File: src/rtl/mips_pkg.sv
// rtl/mips_pkg.sv - shared opcodes, ALU codes, mux selects and controller state encoding
package mips_pkg;

  // Opcodes (IR[31:26])
  localparam logic [5:0] OP_RTYPE = 6'b000000;
  localparam logic [5:0] OP_BEQ   = 6'b000100;
  localparam logic [5:0] OP_BNE   = 6'b000101;
  localparam logic [5:0] OP_BLEZ  = 6'b000110;
  localparam logic [5:0] OP_BGTZ  = 6'b000111;
  localparam logic [5:0] OP_ADDI  = 6'b001000;
  localparam logic [5:0] OP_ADDIU = 6'b001001;
  localparam logic [5:0] OP_SLTI  = 6'b001010;
  localparam logic [5:0] OP_SLTIU = 6'b001011;
  localparam logic [5:0] OP_ANDI  = 6'b001100;
  localparam logic [5:0] OP_ORI   = 6'b001101;
  localparam logic [5:0] OP_XORI  = 6'b001110;
  localparam logic [5:0] OP_M19   = 6'b011001;
  localparam logic [5:0] OP_LB    = 6'b100000;
  localparam logic [5:0] OP_LH    = 6'b100001;
  localparam logic [5:0] OP_LW    = 6'b100011;
  localparam logic [5:0] OP_LBU   = 6'b100100;
  localparam logic [5:0] OP_LHU   = 6'b100101;
  localparam logic [5:0] OP_SB    = 6'b101000;
  localparam logic [5:0] OP_SH    = 6'b101001;
  localparam logic [5:0] OP_SW    = 6'b101011;

  // ALU function codes
  localparam logic [5:0] ALU_ADD  = 6'b100000;
  localparam logic [5:0] ALU_SUB  = 6'b100010;
  localparam logic [5:0] ALU_AND  = 6'b100100;
  localparam logic [5:0] ALU_OR   = 6'b100101;
  localparam logic [5:0] ALU_XOR  = 6'b100110;
  localparam logic [5:0] ALU_SLT  = 6'b101000;
  localparam logic [5:0] ALU_SLTU = 6'b101001;

  // ALU B-operand selects
  localparam logic [1:0] ALU_B_RT     = 2'b00;
  localparam logic [1:0] ALU_B_FOUR   = 2'b01;
  localparam logic [1:0] ALU_B_IMM    = 2'b10;
  localparam logic [1:0] ALU_B_IMM_SH = 2'b11;

  // Controller states
  localparam logic [3:0] S_FETCH    = 4'd0;
  localparam logic [3:0] S_DECODE   = 4'd1;
  localparam logic [3:0] S_EXEC_R   = 4'd2;
  localparam logic [3:0] S_EXEC_I   = 4'd3;
  localparam logic [3:0] S_MEM_ADDR = 4'd4;
  localparam logic [3:0] S_MEM_RD   = 4'd5;
  localparam logic [3:0] S_WB_MEM   = 4'd6;
  localparam logic [3:0] S_MEM_WR   = 4'd7;
  localparam logic [3:0] S_WB_ALU   = 4'd8;
  localparam logic [3:0] S_BRANCH   = 4'd9;

  // Full control word driven by the multi-cycle controller
  typedef struct packed {
    logic       pc_write;
    logic       pc_write_cond;
    logic       pc_src;
    logic [1:0] branch_type;
    logic       ir_write;
    logic       iord;
    logic       mem_read;
    logic       mem_write;
    logic       reg_dst;
    logic       mem_to_reg;
    logic       reg_write;
    logic       alu_src_a;
    logic [1:0] alu_src_b;
    logic [5:0] alu_select;
    logic       instr_done;
    logic       illegal_op;
    logic       bus_error;
  } ctrl_t;

  // Load/store opcodes all take the address-calculation path
  function automatic logic is_mem_op(input logic [5:0] op);
    return (op == OP_M19) || (op == OP_LB)  || (op == OP_LH) ||
           (op == OP_LW)  || (op == OP_LBU) || (op == OP_LHU) ||
           (op == OP_SB)  || (op == OP_SH)  || (op == OP_SW);
  endfunction

  // State following DECODE; FETCH means the opcode is unsupported
  function automatic logic [3:0] decode_target(input logic [5:0] op);
    if (op == OP_RTYPE)                    return S_EXEC_R;
    if (op >= OP_BEQ && op <= OP_BGTZ)     return S_BRANCH;
    if (op >= OP_ADDI && op <= OP_XORI)    return S_EXEC_I;
    if (is_mem_op(op))                     return S_MEM_ADDR;
    return S_FETCH;
  endfunction

endpackage

File: src/rtl/mips_alu_decode.sv
// rtl/mips_alu_decode.sv - opcode/funct to ALU function code for the instruction's execute step
module mips_alu_decode
  import mips_pkg::*;
(
  input  logic [5:0] opcode_i,
  input  logic [5:0] funct_i,
  output logic [5:0] alu_select_o
);

  // R-type passes funct through, branches compare by subtraction, address/add forms use ADD
  always_comb begin
    alu_select_o = ALU_ADD;
    case (opcode_i)
      OP_RTYPE:                        alu_select_o = funct_i;
      OP_BEQ, OP_BNE, OP_BLEZ, OP_BGTZ: alu_select_o = ALU_SUB;
      OP_ADDI, OP_ADDIU:               alu_select_o = ALU_ADD;
      OP_SLTI:                         alu_select_o = ALU_SLT;
      OP_SLTIU:                        alu_select_o = ALU_SLTU;
      OP_ANDI:                         alu_select_o = ALU_AND;
      OP_ORI:                          alu_select_o = ALU_OR;
      OP_XORI:                         alu_select_o = ALU_XOR;
      default:                         alu_select_o = ALU_ADD;
    endcase
  end

endmodule

File: src/rtl/multicycle_ctrl.sv
// rtl/multicycle_ctrl.sv - multi-cycle MIPS main control FSM with memory wait timeout
module multicycle_ctrl
  import mips_pkg::*;
#(
  parameter int MEM_TIMEOUT = 255,
  parameter int WAIT_W      = 8
) (
  input  logic       clk,
  input  logic       reset,
  input  logic [5:0] opcode_in,
  input  logic [5:0] funct_in,
  input  logic       mem_ready,
  output logic       pc_write,
  output logic       pc_write_cond,
  output logic       pc_src,
  output logic [1:0] branch_type,
  output logic       ir_write,
  output logic       iord,
  output logic       mem_read,
  output logic       mem_write,
  output logic       reg_dst,
  output logic       mem_to_reg,
  output logic       reg_write,
  output logic       alu_src_a,
  output logic [1:0] alu_src_b,
  output logic [5:0] alu_select,
  output logic       instr_done,
  output logic       illegal_op,
  output logic       bus_error
);

  logic [3:0]        state_q, state_d;
  logic [WAIT_W-1:0] wait_cnt_q, wait_cnt_d;
  logic [5:0]        instr_alu_sel;
  logic              at_limit;
  ctrl_t             ctrl, ctrl_out;

  mips_alu_decode u_alu_decode (
    .opcode_i     (opcode_in),
    .funct_i      (funct_in),
    .alu_select_o (instr_alu_sel)
  );

  // The current stalled cycle is the MEM_TIMEOUT-th one when the count of earlier stalls is MEM_TIMEOUT-1
  assign at_limit = (wait_cnt_q == WAIT_W'(MEM_TIMEOUT - 1));

  // Next state, wait counter and per-state control word
  always_comb begin
    ctrl       = '0;
    state_d    = state_q;
    wait_cnt_d = '0;
    case (state_q)
      S_FETCH: begin
        ctrl.mem_read   = 1'b1;
        ctrl.alu_src_b  = ALU_B_FOUR;
        ctrl.alu_select = ALU_ADD;
        if (mem_ready) begin
          ctrl.ir_write = 1'b1;
          ctrl.pc_write = 1'b1;
          state_d       = S_DECODE;
        end else if (at_limit) begin
          ctrl.bus_error = 1'b1;
          state_d        = S_FETCH;
        end else begin
          wait_cnt_d = wait_cnt_q + WAIT_W'(1);
        end
      end
      S_DECODE: begin
        ctrl.alu_src_b  = ALU_B_IMM_SH;
        ctrl.alu_select = ALU_ADD;
        state_d         = decode_target(opcode_in);
        ctrl.illegal_op = (decode_target(opcode_in) == S_FETCH);
      end
      S_EXEC_R: begin
        ctrl.alu_src_a  = 1'b1;
        ctrl.alu_src_b  = ALU_B_RT;
        ctrl.alu_select = instr_alu_sel;
        state_d         = S_WB_ALU;
      end
      S_EXEC_I: begin
        ctrl.alu_src_a  = 1'b1;
        ctrl.alu_src_b  = ALU_B_IMM;
        ctrl.alu_select = instr_alu_sel;
        state_d         = S_WB_ALU;
      end
      S_WB_ALU: begin
        ctrl.reg_write  = 1'b1;
        ctrl.reg_dst    = (opcode_in == OP_RTYPE);
        ctrl.instr_done = 1'b1;
        state_d         = S_FETCH;
      end
      S_MEM_ADDR: begin
        ctrl.alu_src_a  = 1'b1;
        ctrl.alu_src_b  = ALU_B_IMM;
        ctrl.alu_select = ALU_ADD;
        state_d         = opcode_in[3] ? S_MEM_WR : S_MEM_RD;
      end
      S_MEM_RD: begin
        ctrl.mem_read = 1'b1;
        ctrl.iord     = 1'b1;
        if (mem_ready) begin
          state_d = S_WB_MEM;
        end else if (at_limit) begin
          ctrl.bus_error = 1'b1;
          state_d        = S_FETCH;
        end else begin
          wait_cnt_d = wait_cnt_q + WAIT_W'(1);
        end
      end
      S_WB_MEM: begin
        ctrl.reg_write  = 1'b1;
        ctrl.mem_to_reg = 1'b1;
        ctrl.instr_done = 1'b1;
        state_d         = S_FETCH;
      end
      S_MEM_WR: begin
        ctrl.mem_write = 1'b1;
        ctrl.iord      = 1'b1;
        if (mem_ready) begin
          ctrl.instr_done = 1'b1;
          state_d         = S_FETCH;
        end else if (at_limit) begin
          ctrl.bus_error = 1'b1;
          state_d        = S_FETCH;
        end else begin
          wait_cnt_d = wait_cnt_q + WAIT_W'(1);
        end
      end
      S_BRANCH: begin
        ctrl.alu_src_a     = 1'b1;
        ctrl.alu_src_b     = ALU_B_RT;
        ctrl.alu_select    = instr_alu_sel;
        ctrl.pc_write_cond = 1'b1;
        ctrl.pc_src        = 1'b1;
        ctrl.branch_type   = opcode_in[1:0];
        ctrl.instr_done    = 1'b1;
        state_d            = S_FETCH;
      end
      default: state_d = S_FETCH;
    endcase
  end

  // All outputs are forced low while reset is held so nothing writes or retires
  always_comb begin
    ctrl_out = reset ? '0 : ctrl;
  end

  assign pc_write      = ctrl_out.pc_write;
  assign pc_write_cond = ctrl_out.pc_write_cond;
  assign pc_src        = ctrl_out.pc_src;
  assign branch_type   = ctrl_out.branch_type;
  assign ir_write      = ctrl_out.ir_write;
  assign iord          = ctrl_out.iord;
  assign mem_read      = ctrl_out.mem_read;
  assign mem_write     = ctrl_out.mem_write;
  assign reg_dst       = ctrl_out.reg_dst;
  assign mem_to_reg    = ctrl_out.mem_to_reg;
  assign reg_write     = ctrl_out.reg_write;
  assign alu_src_a     = ctrl_out.alu_src_a;
  assign alu_src_b     = ctrl_out.alu_src_b;
  assign alu_select    = ctrl_out.alu_select;
  assign instr_done    = ctrl_out.instr_done;
  assign illegal_op    = ctrl_out.illegal_op;
  assign bus_error     = ctrl_out.bus_error;

  // State register and wait counter
  always_ff @(posedge clk) begin
    if (reset) begin
      state_q    <= S_FETCH;
      wait_cnt_q <= '0;
    end else begin
      state_q    <= state_d;
      wait_cnt_q <= wait_cnt_d;
    end
  end

endmodule

File: config.mk
export PLATFORM = sky130hd
export DESIGN_NAME = multicycle_ctrl
export DESIGN_NICKNAME = d
export VERILOG_FILES = /design/src/rtl/mips_pkg.sv /design/src/rtl/mips_alu_decode.sv /design/src/rtl/multicycle_ctrl.sv
export SDC_FILE = /design/constraint.sdc
export NUM_CORES = 1
export LEC_CHECK = 0
export CORE_UTILIZATION = 30
export CTS_CLUSTER_DIAMETER = 80
export DETAILED_ROUTE_END_ITERATION = 16
export PLACE_DENSITY_LB_ADDON = 0.12
export SLEW_MARGIN = 30
export SYNTH_ARGS = -nofsm -noshare
export SYNTH_HDL_FRONTEND = slang
export SYNTH_SLANG_ARGS = --single-unit
File: constraint.sdc
create_clock -name clk -period 4.14 [get_ports clk]
set_input_delay 0.828 -clock clk [delete_from_list [all_inputs] [get_ports clk]]
set_output_delay 0.828 -clock clk [all_outputs]
set_load 0.02 [all_outputs]
; ---- After elaboration in Yosys (flattened, before gate mapping)
; Index checks and enable logic that the tools add are counted.
[word_totals]
ff_bits = 12
in_bits = 15
out_inout_bits = 24
word_cells = 106
[classes]
n_addsub = 1
order_cmp = 4
eq_ne = 28
mux = 47
n_bitwise = 1
n_reduce_logical = 23
[ops]
columns = op, n
row1 = $mux W4, 14
row2 = $eq A6 B6 Y1 const B, 8
row3 = $pmux W6 S7, 1
row4 = $pmux W8 S5, 1
row5 = $eq A6 B4 Y1 const B, 5
row6 = $mux W1, 27
row7 = $eq A6 B3 Y1 const B, 4
row8 = $mux W24, 1
row9 = $pmux W4 S6, 1
row10 = $eq A4 B3 Y1 const B, 4
row11 = $reduce_or A4 Y1, 3
row12 = $reduce_or A2 Y1, 5
row13 = $add A8 B1 Y8 const B, 1
row14 = $eq A4 B2 Y1 const B, 2
row15 = $eq A4 B4 Y1 const B, 2
row16 = $eq A8 B8 Y1 const B, 1
row17 = $logic_not A4 Y1, 2
row18 = $logic_or A1 B1 Y1, 8
row19 = $eq A6 B5 Y1 const B, 1
row20 = $ge A6 B3 Y1 const B, 1
row21 = $ge A6 B4 Y1 const B, 1
row22 = $le A6 B3 Y1 const B, 1
row23 = $le A6 B4 Y1 const B, 1
row24 = $logic_not A6 Y1, 1
row25 = other kinds (6), 8

; ---- Logic depth before layout (Yosys ltp)
[logic_depth]
word_depth = 22
depth_mapped = 6
depth_no_buf = 6

; ---- Cells and area by module
; A second synthesis with hierarchy kept.
[unflattened]
hier_cells = 152
hier_area_um2 = 1153.6
[modules_own_cells]
columns = mod, instances, cells_each, area_each_um2, seq_area_each_um2
row1 = multicycle_ctrl, 1, 130, 993.5, 240.2
row2 = mips_alu_decode, 1, 22, 160.2, 0.0

; ---- Worst setup path after synthesis
; Ideal clock, no wire load.
[synth_path]
path_type = input -> output
startpoint = input port reset
endpoint = output port pc_write
t_arrival_ps = 2068
required_time_ps = 3312
setup_slack_ps = 1244
stages = 6
cell_sequence = buf_6 or2_1 buf_2 nor3_4 and3b_1 buf_4
[synth_via]
elab_chain_len = 1
[synth_rtl]
columns = item, line
row1 = from (decl), multicycle_ctrl.sv:9  ; input logic reset,
row2 = $mux W24, multicycle_ctrl.sv:145  ; ctrl_out = reset ? '0 : ctrl;
row3 = to (decl), multicycle_ctrl.sv:13  ; output logic pc_write,
; Every way passes these cells.

; ---- Final worst setup path
[layout_path]
startpoint = input port opcode_in[1]
endpoint = output port alu_select[3]
[layout_via]
elab_chain_len = 5
word_cells_on_any_way = 14
cone_classes = 9 x eq/ne / 3 x mux / 2 x reduce/logical
[layout_rtl]
columns = item, line
row1 = from (decl), multicycle_ctrl.sv:10  ; input logic [5:0] opcode_in,
row2 = $eq A6 B3 Y1, mips_alu_decode.sv:13  ; case (opcode_i)
row3 = $reduce_or A4 Y1, mips_alu_decode.sv:13
row4 = $pmux W6 S7 *, mips_alu_decode.sv:13
row5 = $pmux W8 S5 *, multicycle_ctrl.sv:52  ; case (state_q)
row6 = $mux W24 *, multicycle_ctrl.sv:145
row7 = to (decl), multicycle_ctrl.sv:26  ; output logic [5:0] alu_select,
; Mark *: on every way between the ends. The rest lies on a longest branch, timed or not.

==> results.sh <==
export IMPL_worstSetupPathType="primary input to primary output"
export IMPL_hp_start="wait_cnt_q[0]"
export IMPL_power_density_nw_per_um2=214
export IMPL_drt_iter0_drc=129
export IMPL_wire_per_inst_um=12.9
export IMPL_die_w_um=63.8
export IMPL_p_sw_share_pct=27.4
export IMPL_num_rows=22
export IMPL_vias=1209
export IMPL_maxCapViolCount=0
export IMPL_crit_required_ns=3.31
export IMPL_drive_gt1_share_pct=9.84
export IMPL_areaGrowthSynthToFinish_pct=37.4
export IMPL_fin_ws_ns=0.338
export IMPL_drt_met1_wl_um=1460
export IMPL_antenna_cells=0
export IMPL_maxSlewHeadroom_pct=52.6
export IMPL_crit_fanout=9
export IMPL_cts_sinks=12
export IMPL_setup_viol=0
export IMPL_startpoint_type="primary input"
export IMPL_outcome="finished clean"
export IMPL_synth_seq_cells=12
export IMPL_route_top_layer_used="met4"
export IMPL_finalWeightedCongestion=0.739
export IMPL_finClkSkew_ns=0.00459
export IMPL_die_y_um=63.8
export IMPL_ctsResizeCount=0
export IMPL_finalWirelength_um=2990
export IMPL_final_nets=201
export IMPL_post_cts_setup_buffer_count=0
export IMPL_htreeDepth=1
export IMPL_final_cell_mix="38 x clkdlybuf4s50_1, 24 x nor2_1, 12 x dfxtp_1"
export IMPL_initial_core_util_pct=31.3
export IMPL_ctsHoldBuffers=0
export IMPL_yosysTopAreaCellShare_pct=20.9
export IMPL_finalPower_uw=337
export IMPL_met3_length_um=110
export IMPL_cts_root_buf="clkbuf_8"
export IMPL_dpl_hpwl_um=2220
export IMPL_crit_chain="clkdlybuf4s50_1 > and3_1 > o21ai_0 > o2111ai_1 > nor3_1 > clkdlybuf4s50_1"
export IMPL_dpl_worst_slack_ns=0.337
export IMPL_avgViaCountPerCell=5.23
export IMPL_ys_seq_area_share_pct=20.9
export IMPL_cts_tree="done"
export IMPL_synth_edf_count=0
export IMPL_hold_slack_ns=0.464
export IMPL_end_kind="primary output"
export IMPL_route_detailed_drc=0
export IMPL_yosysTopAreaCell="dfxtp_1"
export IMPL_yosysWarningCount=0
export IMPL_grt_usage_pct=15.6
export IMPL_min_to="wait_cnt_q[0]"
export IMPL_synth_area_sq_um=1150
export IMPL_path_delay_family="buffers and inverters"
export IMPL_clockBufferDepth=2
export IMPL_clk_pin_slew_worst_paths_ns=0.05
export IMPL_fin_tns_setup_ns=0
export IMPL_clock_power_share_pct=37.6
export IMPL_io_buffers=38
export IMPL_ys_async_sr_fraction_pct=0
export IMPL_drv_slew=0
export IMPL_crit_arrival_ns=2.97
export IMPL_hold_depth=1
export IMPL_postLayoutCellArea_sq_um=1580
export IMPL_ir_drop_mv=0.140
export IMPL_power_switching_uw=92.5
export IMPL_reg2reg_slack_ns=2.41
export IMPL_core_sq_um=3660
export IMPL_hold_path_class="register to register"
export IMPL_die_area_sq_um=4080
export IMPL_tightestPinTransition_ns=0.710
export IMPL_grt_pass1_wl_um=5060
export IMPL_combPwrFrac_pct=24.8
export IMPL_postSynthCellCount=152
export IMPL_hold_violations=0
export IMPL_pin_count=39
export IMPL_path_depth=6
export IMPL_r2r_end="state_q[0]"
export IMPL_antenna_found_initial=0
export IMPL_ff2ff_path_depth=3
export IMPL_synth_nets=169
export IMPL_crit_path_frequent_cell="clkdlybuf4s50_1"
export IMPL_insertion_delay_ns=0.24
export IMPL_wl_met2_um=1380
export IMPL_fmax_ghz=0.263
export IMPL_syn_area_per_cell_sq_um=7.55
export IMPL_dr_pass1_iters=4
export IMPL_layout_commonest_cell="clkdlybuf4s50_1"
export IMPL_critPathSlowestCell="clkdlybuf4s50_1"
export IMPL_ant_nets=0
export IMPL_grt_pass1_vias=1126
export IMPL_intPower_uw=245
export IMPL_fillers=392
export IMPL_r2r_start="state_q[0]"
export IMPL_grt_remaining_overflow=0
export IMPL_numCtsBuffers=3
export IMPL_p_leak_nw=0.546
export IMPL_synth_area_top_cells="dfxtp_1 21%, nor2_1 7.9%, xor2_1 3.8%, buf_2 3.5%, xnor2_1 3.1%"
export IMPL_critPathMaxStageDelay_ns=0.63
export IMPL_crit_buf_inv=2
export IMPL_power_frac_seq_pct=37.6
export IMPL_period_share_pct=91.8
export IMPL_placed_area_sq_um=1520
export IMPL_grt_max_degree=23
export IMPL_post_route_min_period_ns=3.80
export IMPL_synth_ff_type="dfxtp_1"
export IMPL_synthDistinctLibCells=52
export IMPL_grt_setup_unrepaired="no"
==> cell type report <==
class	instances	area [sq um]	share of cell area, %
well taps	48	60.1	3.81
clock buffers	4	55.1	3.49
inverters	3	11.3	0.714
multi-input cells	122	800	50.7
flip-flops and latches	12	240	15.2
repair buffers	42	410	26.0
==> synth_stat cells, types with 3 or more instances <==
cell type / number
a21oi_1: 6
and2_1: 5
and3_1: 4
buf_2: 8
buf_4: 4
dfxtp_1: 12
inv_1: 3
nand2_1: 9
nand2b_1: 3
nand3_1: 5
nand4b_1: 3
nor2_1: 24
nor2b_1: 4
nor3_1: 5
xnor2_1: 4
xor2_1: 5
==> power by group through the flow <==
stage	Sequential (mW)	Combinational, mW	Clock [mW]
2_1_floorplan	0.122	0.0579	0
3_3_place_gp	0.129	0.0831	0
3_5_place_dp	0.129	0.0839	0
4_1_cts	0.127	0.0842	0.130
5_1_grt	0.128	0.0919	0.138
6_report	0.127	0.0836	0.127
==> per-stage QoR <==
step	std cells	util, %
after global routing	231	43.1
after global placement	227	41.6
after detailed placement	227	41.6
final	231	43.1
after floorplan	152	-
after CTS	231	43.1
==> logic make-up (layout without fill, tap and decap cells) <==
| family | count (synthesis) | in the layout | synth area share, % |
|---|---|---|---|
| fa+ha+maj | 2 | 2 | 2.18 |
| simple gates | 79 | 79 | 38.3 |
| buf+inv | 18 | 49 | 9.38 |
| compound gates | 31 | 31 | 21.5 |
| flops | 12 | 12 | 20.9 |
| xor+xnor | 9 | 9 | 6.87 |
| mux | 1 | 1 | 0.872 |
==> layer usage <==
| metal | track usage, % | up-vias |
|---|---|---|
| met4 | 5.68 | 0 |
| met2 | 25.3 | 24 |
| met1 | 20.4 | 574 |
| met3 | 2.86 | 4 |
| li1 | - | 607 |
| met5 | 0 | - |
==> registers in the layout, indices dropped and copies added (netlist names) <==
| signal | count |
|---|---|
| wait_cnt_q | 8 |
| state_q | 4 |
==> worst max-delay path by stage <==
stage	end	start	slack [ns]
5_1_grt	alu_select[3]	opcode_in[1]	0.20
6_report	alu_select[3]	opcode_in[1]	0.34
4_1_cts	alu_select[3]	opcode_in[1]	0.33
3_3_place_gp	alu_select[3]	opcode_in[1]	0.37
2_1_floorplan	pc_write	reset	1.24
3_5_place_dp	alu_select[3]	opcode_in[1]	0.34
No activity file was read; power rests on OpenSTA's default activity.
